<file path="config.mk">
export PLATFORM = sky130hd
export DESIGN_NAME = uart_frame_ram_writer
export DESIGN_NICKNAME = d
export VERILOG_FILES = /design/src/rtl/uart_frame_ram_writer.sv
export SDC_FILE = /design/constraint.sdc
export NUM_CORES = 1
export LEC_CHECK = 0
export CORE_ASPECT_RATIO = 1.1
export CORE_MARGIN = 5
export CORE_UTILIZATION = 52
export CTS_CLUSTER_SIZE = 20
export DETAILED_ROUTE_END_ITERATION = 8
export PLACE_DENSITY = 0.81
export SYNTH_ARGS = -nofsm -noshare
export SYNTH_HDL_FRONTEND = slang
export SYNTH_SLANG_ARGS = --single-unit
export TNS_END_PERCENT = 5
</file>
<file path="constraint.sdc">
create_clock -name I_clk_10M -period 3.2 [get_ports I_clk_10M]
set_input_delay 0.64 -clock I_clk_10M [delete_from_list [all_inputs] [get_ports I_clk_10M]]
set_output_delay 0.64 -clock I_clk_10M [all_outputs]
set_load 0.02 [all_outputs]
</file>
<file path="src/rtl/uart_frame_ram_writer.sv">
// Parses framed RAM write commands from a UART byte stream and drives N_CH
// wave-delay RAM write ports, with checksum, inter-byte timeout and error counting.
module uart_frame_ram_writer #(
  parameter int N_CH        = 4,
  parameter int ADDR_W      = 11,
  parameter int DATA_W      = 24,
  parameter int TIMEOUT_CYC = 2000,
  parameter int ERR_CNT_W   = 8
) (
  input  logic                     I_clk_10M,
  input  logic                     I_rst_n,
  input  logic [7:0]               I_rx_data,
  input  logic                     I_rx_vld,
  input  logic [4:0]               I_GA,
  output logic [N_CH-1:0]          O_wea,
  output logic [N_CH*ADDR_W-1:0]   O_waddr,
  output logic [N_CH*DATA_W-1:0]   O_wdata,
  output logic                     O_frame_ok,
  output logic                     O_frame_err,
  output logic [ERR_CNT_W-1:0]     O_err_cnt
);

  localparam int DATA_BYTES = (DATA_W + 7) / 8;
  localparam int BCNT_W     = $clog2(DATA_BYTES + 1);
  localparam int TMO_W      = $clog2(TIMEOUT_CYC + 1);
  localparam logic [BCNT_W-1:0] LAST_BYTE = BCNT_W'(DATA_BYTES - 1);
  localparam logic [TMO_W-1:0]  TMO_LAST  = TMO_W'(TIMEOUT_CYC - 1);
  localparam logic [8:0]        N_CH_L    = 9'(N_CH);

  typedef enum logic [2:0] {
    S_IDLE, S_GA, S_CH, S_ADDR_H, S_ADDR_L, S_DATA, S_CSUM
  } state_t;

  state_t                r_state;
  state_t                w_state_next;
  logic                  r_ga_match;
  logic                  r_ch_valid;
  logic [7:0]            r_ch;
  logic [7:0]            r_csum;
  logic [ADDR_W-1:0]     r_addr;
  logic [DATA_W-1:0]     r_data;
  logic [BCNT_W-1:0]     r_byte_cnt;
  logic [TMO_W-1:0]      r_tmo_cnt;
  logic                  w_frame_ok;
  logic                  w_frame_err;
  logic [N_CH-1:0]       w_sel;
  logic [N_CH-1:0]       w_wea;
  logic [ADDR_W-1:0]     r_waddr [N_CH];
  logic [DATA_W-1:0]     r_wdata [N_CH];

  always_ff @(posedge I_clk_10M or negedge I_rst_n) begin
    if (!I_rst_n) begin
      r_state <= S_IDLE;
    end else begin
      r_state <= w_state_next;
    end
  end

  // The terminal timeout count only fires on an idle cycle, so a byte arriving
  // on that same cycle is consumed instead.
  always_comb begin
    w_state_next = r_state;
    w_frame_ok   = 1'b0;
    w_frame_err  = 1'b0;
    if (r_state != S_IDLE && !I_rx_vld && r_tmo_cnt == TMO_LAST) begin
      w_state_next = S_IDLE;
      w_frame_err  = 1'b1;
    end else if (I_rx_vld) begin
      case (r_state)
        S_IDLE:   if (I_rx_data == 8'hAA) w_state_next = S_GA;
        S_GA:     w_state_next = S_CH;
        S_CH:     w_state_next = S_ADDR_H;
        S_ADDR_H: w_state_next = S_ADDR_L;
        S_ADDR_L: w_state_next = S_DATA;
        S_DATA:   if (r_byte_cnt == LAST_BYTE) w_state_next = S_CSUM;
        S_CSUM: begin
          w_state_next = S_IDLE;
          if (r_ga_match) begin
            if (I_rx_data == r_csum && r_ch_valid) w_frame_ok  = 1'b1;
            else                                  w_frame_err = 1'b1;
          end
        end
        default:  w_state_next = S_IDLE;
      endcase
    end
  end

  always_ff @(posedge I_clk_10M or negedge I_rst_n) begin
    if (!I_rst_n) begin
      r_ga_match  <= 1'b0;
      r_ch_valid  <= 1'b0;
      r_ch        <= '0;
      r_csum      <= '0;
      r_addr      <= '0;
      r_data      <= '0;
      r_byte_cnt  <= '0;
      r_tmo_cnt   <= '0;
      O_wea       <= '0;
      O_frame_ok  <= 1'b0;
      O_frame_err <= 1'b0;
      O_err_cnt   <= '0;
    end else begin
      if (r_state == S_IDLE || I_rx_vld) r_tmo_cnt <= '0;
      else                               r_tmo_cnt <= r_tmo_cnt + TMO_W'(1);

      if (I_rx_vld) begin
        case (r_state)
          S_GA: begin
            r_ga_match <= (I_rx_data[4:0] == I_GA) || (I_rx_data == 8'h1F);
            r_csum     <= I_rx_data;
          end
          S_CH: begin
            r_ch       <= I_rx_data;
            r_ch_valid <= ({1'b0, I_rx_data} < N_CH_L) || (I_rx_data == 8'hFF);
            r_csum     <= r_csum ^ I_rx_data;
          end
          S_ADDR_H, S_ADDR_L: begin
            // Shifting both bytes through keeps only the low ADDR_W address bits.
            r_addr     <= ADDR_W'({r_addr, I_rx_data});
            r_csum     <= r_csum ^ I_rx_data;
            r_byte_cnt <= '0;
          end
          S_DATA: begin
            r_data     <= DATA_W'({r_data, I_rx_data});
            r_csum     <= r_csum ^ I_rx_data;
            r_byte_cnt <= r_byte_cnt + BCNT_W'(1);
          end
          default: ;
        endcase
      end

      O_wea       <= w_wea;
      O_frame_ok  <= w_frame_ok;
      O_frame_err <= w_frame_err;
      if (w_frame_err && O_err_cnt != {ERR_CNT_W{1'b1}}) begin
        O_err_cnt <= O_err_cnt + ERR_CNT_W'(1);
      end
    end
  end

  genvar gi;
  generate
    for (gi = 0; gi < N_CH; gi++) begin : g_ch
      assign w_sel[gi] = (r_ch == 8'hFF) || (r_ch == 8'(gi));
      assign w_wea[gi] = w_frame_ok && w_sel[gi];

      always_ff @(posedge I_clk_10M or negedge I_rst_n) begin
        if (!I_rst_n) begin
          r_waddr[gi] <= '0;
          r_wdata[gi] <= '0;
        end else if (w_wea[gi]) begin
          r_waddr[gi] <= r_addr;
          r_wdata[gi] <= r_data;
        end
      end

      assign O_waddr[gi*ADDR_W +: ADDR_W] = r_waddr[gi];
      assign O_wdata[gi*DATA_W +: DATA_W] = r_wdata[gi];
    end
  endgenerate

endmodule

</file>
[Word-level counts from Yosys, hierarchy flattened]
Index checks and enable logic that the tools add are counted.
Operators by class
  add/subtract/negate cells: 3
  multiply operators: 0
  divide/modulo/power cells: 0
  magnitude comparators: 1
  equality and inequality tests: 20
  shifts and indexed selects: 0
  mux-type cells: 18
  bitwise operators: 1
  reduce and logical (&&, ||, !) cells: 31
Operator list (number)
  equality test 8 bit (second input constant): 3
  case mux 3 bit (6 select lines): 1
  equality test 8 x 2 -> 1 bit (second input constant): 2
  case mux 8 bit (2 select lines): 1
  2-to-1 mux 3 bit: 4
  AND reduction 2 bit: 6
  adder 11 x 1 -> 11 bit (second input constant): 1
  equality test 11 bit (second input constant): 1
  2-to-1 mux 11 bit: 1
  2-to-1 mux 1 bit: 10
  equality test 3 bit (second input constant): 3
  adder 8 x 1 -> 8 bit (second input constant): 1
  equality test 8 x 1 -> 1 bit (second input constant): 1
  equality test 8 x 5 -> 1 bit (second input constant): 1
  equality test 8 bit: 1
  logical AND 1 bit: 8
  logical NOT 8 bit: 1
  less-than comparator 8 x 3 -> 1 bit (second input constant): 1
  != test 8 bit (second input constant): 1
  bitwise XOR 8 bit: 1
  logical OR 1 bit: 7
  equality test 3 x 2 -> 1 bit (second input constant): 2
  != test 3 bit (second input constant): 2
  nonzero test 2 bit: 3
  other kinds (11): 11
Word-level totals
  flip-flop bits (word level): 223
  latch bits: 0
  bits in writable memories: 0
  memory bits (read-only): 0
  bits of input ports: 16
  output and inout bits: 154
  logic and storage cells: 95
  memories kept: 0

[Depth between registers and ports, before layout]
Gate-level depths: netlist of the first run.
  word-level depth: 8
  depth in mapped cells: 8
  depth with buffers taken out: 6

[Worst setup path before layout of the first run]
Ideal clock, no wire load.
  path kind: input to register
  from: input port I_rx_vld
  to: register O_err_cnt[7]
  setup time: 131 ps
  arrival: 2464 ps
  required time: 3069 ps
  setup slack: 605 ps
  cell stages on the path: 7
  path buffers: 2
  cell sequence: buf_6 > or4b_4 > or4_1 > buf_2 > a21oi_2 > or4b_1 > xnor2_1
On the way
  longest elaborated chain between the ends: 5
  elaborated cells between the ends (all ways): 6
  classes of those cells: 2 x mux; 4 x reduce/logical
Ends and longest elaborated chain
  start: declaration: RTL line 13  | input logic I_rx_vld,
  logical NOT 1 bit: RTL line 65  | if (r_state != S_IDLE && !I_rx_vld && r_tmo_cnt == TMO_LAST) begin
  logical AND 1 bit (2 in series): RTL line 65
  2-to-1 mux 1 bit (*): RTL line 65
  logical AND 1 bit (*): RTL line 135  | if (w_frame_err && O_err_cnt != {ERR_CNT_W{1'b1}}) begin
  end signal: assignment: RTL line 136  | O_err_cnt <= O_err_cnt + ERR_CNT_W'(1);
  end: declaration: RTL line 20  | output logic [ERR_CNT_W-1:0] O_err_cnt
Every way passes the cells marked *; elsewhere a longest branch is shown, timed or not.
A chain may end at the register's enable or synchronous reset.

[Final worst setup path of the first run]
  from: input port I_rx_data[6]
  to: register r_waddr, in the netlist O_waddr[42]
On the way
  longest elaborated chain between the ends: 8
Ends and longest elaborated chain
  start: declaration: RTL line 12  | input logic [7:0] I_rx_data,
  equality test 8 bit: RTL line 79  | if (I_rx_data == r_csum && r_ch_valid) w_frame_ok = 1'b1;
  logical AND 1 bit: RTL line 79
  2-to-1 mux 1 bit: RTL line 79
  2-to-1 mux 1 bit: RTL line 78  | if (r_ga_match) begin
  2-to-1 mux 1 bit: RTL line 69  | case (r_state)
  2-to-1 mux 1 bit: RTL line 68  | end else if (I_rx_vld) begin
  2-to-1 mux 1 bit: RTL line 65
  logical AND 1 bit: RTL line 145  | assign w_wea[gi] = w_frame_ok && w_sel[gi];
  end signal: indexed assignment: RTL line 152  | r_waddr[gi] <= r_addr;
  end: declaration: RTL line 48  | logic [ADDR_W-1:0] r_waddr [N_CH];
Every way passes these cells.

==> key figures, run 1 <==
STA
  – Fin worst setup slack: 534.8 ps
  – Pins Over Slew Limit: 0
  – RSZ-0062 raised after global routing: false
  – Setup TNS Final: 0 ps
  – Final Hold Viols: 0
  – Period utilization: 83.29%
  – Slew HR: 43.89%
  – Fin Hold WS: 212.6 ps
  – Max Freq: 375.2 MHz
  – # setup viols final: 0
  – Least-Margin Pin Slew: 841.6 ps
  – Clk_skew: 13.92 ps
  – Final worst path period need: 2665 ps

GRT
  – Overall global routing resource usage: 21.60%
  – Total gr overflow: 0
  – Global-route wire length before repair: 35480 um
  – Pin count of the biggest net entering global routing: 112
  – Vias in the first global route: 6630
  – Initial antenna violation count: 0

CTS
  – Reg clk slew, reported paths: 60 ps
  – PostCTS Resize Cnt: 0
  – Root buffer cell: clkbuf_16
  – TritonCTS clock tree: done
  – Worst skew pair latency: 500 ps
  – CTS Sinks: 223
  – Post-CTS setup buffer count: 0
  – H-tree depth: 1
  – Max clock buf depth: 3
  – Cts bufs inserted: 23
  – # hold bufs at CTS: 0

Power
  – Pwr dens: 615.7 mW/mm^2
  – Maximum vdd drop: 0.0005042 V
  – Clk pwr share: 36.8%
  – Switching Share: 28.72%
  – Sw Pwr: 2153 uW
  – Leakage power: 0.005676 uW
  – Seq pwr share: 47.6%
  – Internal: 5345 uW
  – Combinational share of power: 15.5%

Yosys
  – Post-synth cell types: 44
  – Post-Syn Instances: 687
  – Syn Area/Cell: 13.48 sq um
  – Synth warn: 0
  – Register area share after synthesis: 60.27%
  – Post-synthesis cell area: 0.009259 sq mm
  – Yosys reg bits: 223
  – Syn_nets: 706

Route
  – Post-DR vias/cell: 5.511
  – Drt initial violations: 303
  – WL per Instance: 19.45 um
  – Drt drc: 0
  – Remaining antenna violation count: 0
  – Via count: 6200
  – DR pass1 iterations: 4
  – Routed WL: 21890 um

Critical path
  – Reg2Reg Capture Point: O_waddr[42]
  – Reg2Reg Setup Slack: 670 ps
  – Reg2Reg Depth: 7
  – Critical path arrival: 3050 ps
  – Worst Path Max Fanout: 24
  – Startpoint types: input pin
  – WP data required: 3590 ps
  – Reg2Reg Launch Point: r_csum[6]
  – Crit end category: flop
  – Crit Path Class: input pin to flop

Placement
  – Post-place setup slack: 45.71 ps
  – PortBufs: 169
  – HPWL after detailed placement: 15120 um
  – Placed Area: 0.01139 sq mm
  – Routability cong.: 0.8597

Layout
  – Fin util: 69.15%
  – Antenna cells: 0
  – Nets@finish: 889
  – Final Cell Area: 0.01218 sq mm
  – Synthesis-to-finish area growth: 31.54%
  – Layout cells sized above 1: 29.31%

Worst hold path
  – Worst min path class: input pin to async pin

Floorplan
  – Starting Density: 52.57%
  – # rows: 51
  – I/O pins: 170
  – Full die area: 0.02058 sq mm
  – Core area: 0.01761 sq mm
  – Die Y-Extent: 150.0 um
  – Die width: 137.2 um

Job
  – Max-Cap Viols: 0

Run status
  – Status: finished, final reports clean
-- synthesized netlist by cell type (all sizes together) --
| master | n | area (sq um) |
|---|---|---|
| a211oi | 16 | 120.1 |
| a21boi | 2 | 15.01 |
| a21oi | 14 | 73.82 |
| a311oi | 7 | 61.31 |
| and2 | 1 | 6.260 |
| and3 | 7 | 43.79 |
| and4 | 3 | 26.28 |
| buf | 22 | 133.9 |
| clkbuf | 21 | 78.83 |
| dfrtp | 223 | 5580 |
| ha | 3 | 37.54 |
| inv | 12 | 45.04 |
| mux2 | 176 | 1982 |
| mux2i | 9 | 90.09 |
| nand2 | 36 | 135.1 |
| nand2b | 3 | 18.77 |
| nand3 | 19 | 95.09 |
| nand3b | 2 | 15.01 |
| nand4 | 7 | 43.79 |
| nor2 | 25 | 93.84 |
| nor2b | 2 | 12.51 |
| nor3 | 7 | 35.03 |
| nor3b | 1 | 7.510 |
| nor4 | 6 | 43.79 |
| nor4b | 1 | 8.760 |
| o211ai | 1 | 7.510 |
| o21ai | 22 | 110.1 |
| o221a | 1 | 11.26 |
| o22ai | 1 | 6.260 |
| o31a | 1 | 8.760 |
| o31ai | 1 | 12.51 |
| o41ai | 1 | 8.760 |
| or2 | 3 | 18.77 |
| or3 | 1 | 6.260 |
| or4 | 3 | 22.52 |
| or4b | 2 | 23.77 |
| xnor2 | 13 | 113.9 |
| xor2 | 12 | 105.1 |
-- per-stage QoR --
stage / total power [uW] / std cells
2_1_floorplan: 4302 / 687
3_3_place_gp: 4642 / 1083
3_5_place_dp: 4754 / 1083
4_1_cts: 7537 / 1125
5_1_grt: 7838 / 1125
6_report: 7498 / 1125
-- worst max-delay path, cell delays in order --
cell and delay, ps:
clkdlybuf4s50_1 440, xor2_1 170, or4_1 550, nor4_2 200, buf_4 180, and4_2 290
buf_12 200, mux2_2 360
-- cell families after synthesis --
kind of cell    count (synthesis)  share of synthesized area [%]
simple gates                  129                          7.095
buf+inv                        55                          2.784
flops                         223                          60.27
xor+xnor                       25                          2.365
compound gates                 67                          4.703
mux                           185                          22.38
fa+ha+maj                       3                         0.4054
-- metal layers --
layer / part of all wire, % / GRT usage (%)
met5: 0 / 0
met3: 5.6 / 3.093
met2: 52 / 38.08
met1: 40 / 28.12
met4: 2.2 / 5.389
-- flip-flops by register name (all words and copies together), names as in the netlist, 8 cells and up --
register,cells
r_tmo_cnt,11
O_err_cnt,8
r_ch,8
O_wdata,96
r_addr,11
r_csum,8
r_data,24
O_waddr,44
-- cell usage in the layout (no fill, tap or decap), drive strengths merged, types with 3 or more instances in the layout --
| cell | synthesis | layout |
|---|---|---|
| a311oi | 7 | 7 |
| nor3 | 7 | 7 |
| mux2i | 9 | 9 |
| nand2b | 3 | 3 |
| and3 | 7 | 7 |
| nand2 | 36 | 36 |
| mux2 | 176 | 176 |
| a211oi | 16 | 16 |
| xnor2 | 13 | 13 |
| nor4 | 6 | 6 |
| a21oi | 14 | 14 |
| clkdlybuf4s50 | 0 | 168 |
| and4 | 3 | 3 |
| bufinv | 0 | 3 |
| clkinv | 0 | 6 |
| nand4 | 7 | 7 |
| or2 | 3 | 3 |
| or4 | 3 | 3 |
| dfrtp | 223 | 223 |
| ha | 3 | 3 |
| inv | 12 | 13 |
| clkbuf | 21 | 31 |
| buf | 22 | 33 |
| xor2 | 12 | 12 |
| o21ai | 22 | 22 |
| nor2 | 25 | 25 |
| nand3 | 19 | 19 |
-- worst max-delay path by stage --
stage / slack (ps) / start / to / depth (start not counted)
floorplan: 610 / I_rx_vld / O_err_cnt[7] / 7
global placement: 40 / I_rx_data[6] / O_waddr[38] / 8
detailed placement: 50 / I_rx_data[6] / O_waddr[33] / 8
CTS: 560 / I_rx_data[6] / O_wdata[88] / 8
global route: 420 / I_rx_vld / O_wdata[90] / 8
finish: 530 / I_rx_data[6] / O_waddr[42] / 8
-- cell type report --
cell class	instances	area (sq um)
Sequential cell	223	5580
Fill cell	1267	5433
Multi-Input combinational cell	409	3427
Timing Repair Buffer	201	2037
Clock buffer	31	655.6
Tap cell	238	297.8
Clock inverter	11	136.4
Inverter	12	45.04
-- power groups by stage --
| stage | Combinational (uW) | Sequential, uW | Clock (uW) |
|---|---|---|---|
| 2_1_floorplan | 861 | 3440 | 0 |
| 3_3_place_gp | 1070 | 3570 | 0 |
| 3_5_place_dp | 1150 | 3610 | 0 |
| 4_1_cts | 1170 | 3560 | 2800 |
| 5_1_grt | 1310 | 3620 | 2910 |
| 6_report | 1170 | 3570 | 2760 |
Note: power is estimated with default switching activity, not from simulation.
==> run 2, diff against run 1 <==
clock period = 2.6 ns   (was 3.2 ns; I/O delays follow)
==> key figures, run 2 (synthesis gave the netlist of run 1 again) <==
Worst hold path
  – Hold path startpoint: r_tmo_cnt[0]
  – Worst min path class: flop to flop
  – Hold Path End: r_tmo_cnt[0]
  – WHS Path Cells: 1

Critical path
  – Crit Path Class: input pin to flop
  – Reg2Reg Launch Point: r_csum[6]
  – Critical path arrival: 2930 ps
  – Reg2Reg Capture Point: O_wdata[47]
  – WP data required: 2980 ps
  – Worst Path Max Fanout: 9
  – Crit end category: flop
  – Reg2Reg Depth: 7
  – Startpoint types: input pin
  – Reg2Reg Setup Slack: 80 ps

Layout
  – Antenna cells: 0
  – Layout cells sized above 1: 30.32%
  – Most frequent cells in the layout: dfrtp_1, mux2_2, clkdlybuf4s50_1
  – Fin util: 69.92%
  – Largest register FFs: 96
  – Nets@finish: 900
  – Commonest non-fill, non-tap cell in the layout: dfrtp_1
  – Fillcell total: 1230
  – Synthesis-to-finish area growth: 33.00%

Route
  – Remaining antenna violation count: 0
  – Drt initial violations: 336
  – Post-DR vias/cell: 5.537
  – Routed WL: 22230 um
  – Highest metal used: met4
  – DR pass1 iterations: 7
  – Met2 WL: 11570 um
  – Metal3 WL: 1319 um
  – M1 WL: 8940 um
  – WL per Instance: 19.59 um
  – Via count: 6285
  – Drt drc: 0

Run status
  – Status: finished, final reports clean

STA
  – Fin worst setup slack: 53.82 ps
  – Final Hold Viols: 0
  – Final worst path period need: 2546 ps
  – Least-Margin Pin Slew: 731.3 ps
  – Pins Over Slew Limit: 0
  – # setup viols final: 0
  – Max Freq: 392.7 MHz
  – Slew HR: 51.25%
  – Clk_skew: 10.24 ps
  – Period utilization: 97.93%
  – Setup TNS Final: 0 ps
  – RSZ-0062 raised after global routing: false

Power
  – Pwr dens: 739.2 mW/mm^2
  – Maximum vdd drop: 0.0005698 V
  – Total power: 9102 uW
  – Leakage power: 0.005751 uW

Placement
  – PortBufs: 169
  – Post-place setup slack: -463.4 ps
  – HPWL after detailed placement: 15480 um
  – Routability cong.: 0.8532

GRT
  – Global-route wire length before repair: 35440 um
  – Total gr overflow: 0
  – Initial antenna violation count: 0
  – Vias in the first global route: 6600
  – Overall global routing resource usage: 21.56%
  – Pin count of the biggest net entering global routing: 72

Floorplan
  – Starting Density: 52.57%
  – Core area: 0.01761 sq mm
  – # rows: 51
  – Die Y-Extent: 150.0 um
  – Full die area: 0.02058 sq mm
  – I/O pins: 170
  – Die width: 137.2 um

Job
  – Max-Cap Viols: 0

CTS
  – Max clock buf depth: 3
  – H-tree depth: 1
  – Worst skew pair latency: 500 ps
  – TritonCTS clock tree: done
  – Cts bufs inserted: 22
  – Root buffer cell: clkbuf_16
  – Reg clk slew, reported paths: 60 ps
  – CTS Sinks: 223
==> run 2: cell count changes in the layout (fill, tap and decap cells not counted), moves of 2 or more <==
| cell | change |
|---|---|
| clkbuf_8 | +3 |
| buf_12 | +2 |
| clkbuf_1 | -2 |
| clkbuf_16 | +2 |
| buf_4 | +7 |
| bufinv_16 | -2 |
==> run 2: how the worst max path moves through the flow <==
| stage | start | cells after the start | slack (ps) | end |
|---|---|---|---|---|
| after floorplan | I_rx_vld | 7 | 130 | O_err_cnt[7] |
| after global placement | I_rx_data[6] | 8 | -430 | O_wdata[93] |
| after detailed placement | I_rx_data[6] | 8 | -460 | O_waddr[39] |
| after CTS | I_rx_data[6] | 8 | 70 | O_waddr[39] |
| after global routing | I_rx_data[6] | 8 | 7 | O_wdata[33] |
| final | I_rx_data[6] | 8 | 50 | O_wdata[47] |
==> run 2: critical path: stages <==
cell,delay [ps]
clkdlybuf4s50_1,450
xor2_1,170
or4_4,540
nor4_4,240
buf_4,170
and3_4,280
clkbuf_16,200
mux2_2,340
==> run 2: area by class of cell <==
class | instances | area (sq um) | area share [%]
Sequential cell | 223 | 5580 | 45.32
Multi-Input combinational cell | 409 | 3445 | 27.97
Clock buffer | 32 | 689.4 | 5.598
Clock inverter | 8 | 67.56 | 0.5487
Tap cell | 238 | 297.8 | 2.418
Inverter | 12 | 45.04 | 0.3658
Timing Repair Buffer | 213 | 2190 | 17.78
==> run 2: per-layer routing <==
metal  GRT usage (%)  vias to the layer above
met5               0                        -
met4           5.589                        0
met3           3.093                       34
met2           37.98                      213
met1           27.99                     3202
li1                -                     2836
==> run 2: through the flow <==
step	std cells	hold WS, ps	area (sq um)
6_report	1135	467.8	12310
5_1_grt	1135	516.8	12310
4_1_cts	1132	470.3	12240
3_5_place_dp	1091	464.2	11470
3_3_place_gp	1091	435.5	11470
2_1_floorplan	687	224.4	9259
==> run 2: timing repair <==
action,CTS,global route
resized for setup,0,4
endpoints found under the hold margin,18,0
hold buffers,1,0
setup buffers,0,1
setup endpoints to repair,0,3
==> run 2: power breakdown <==
group          leakage [uW]  total (uW)  switching (uW)  internal (uW)
Sequential          0.00305        4390             523           3860
Clock              0.000380        3250            1310           1940
Combinational       0.00232        1470             795            673
Total               0.00575        9100            2630           6470
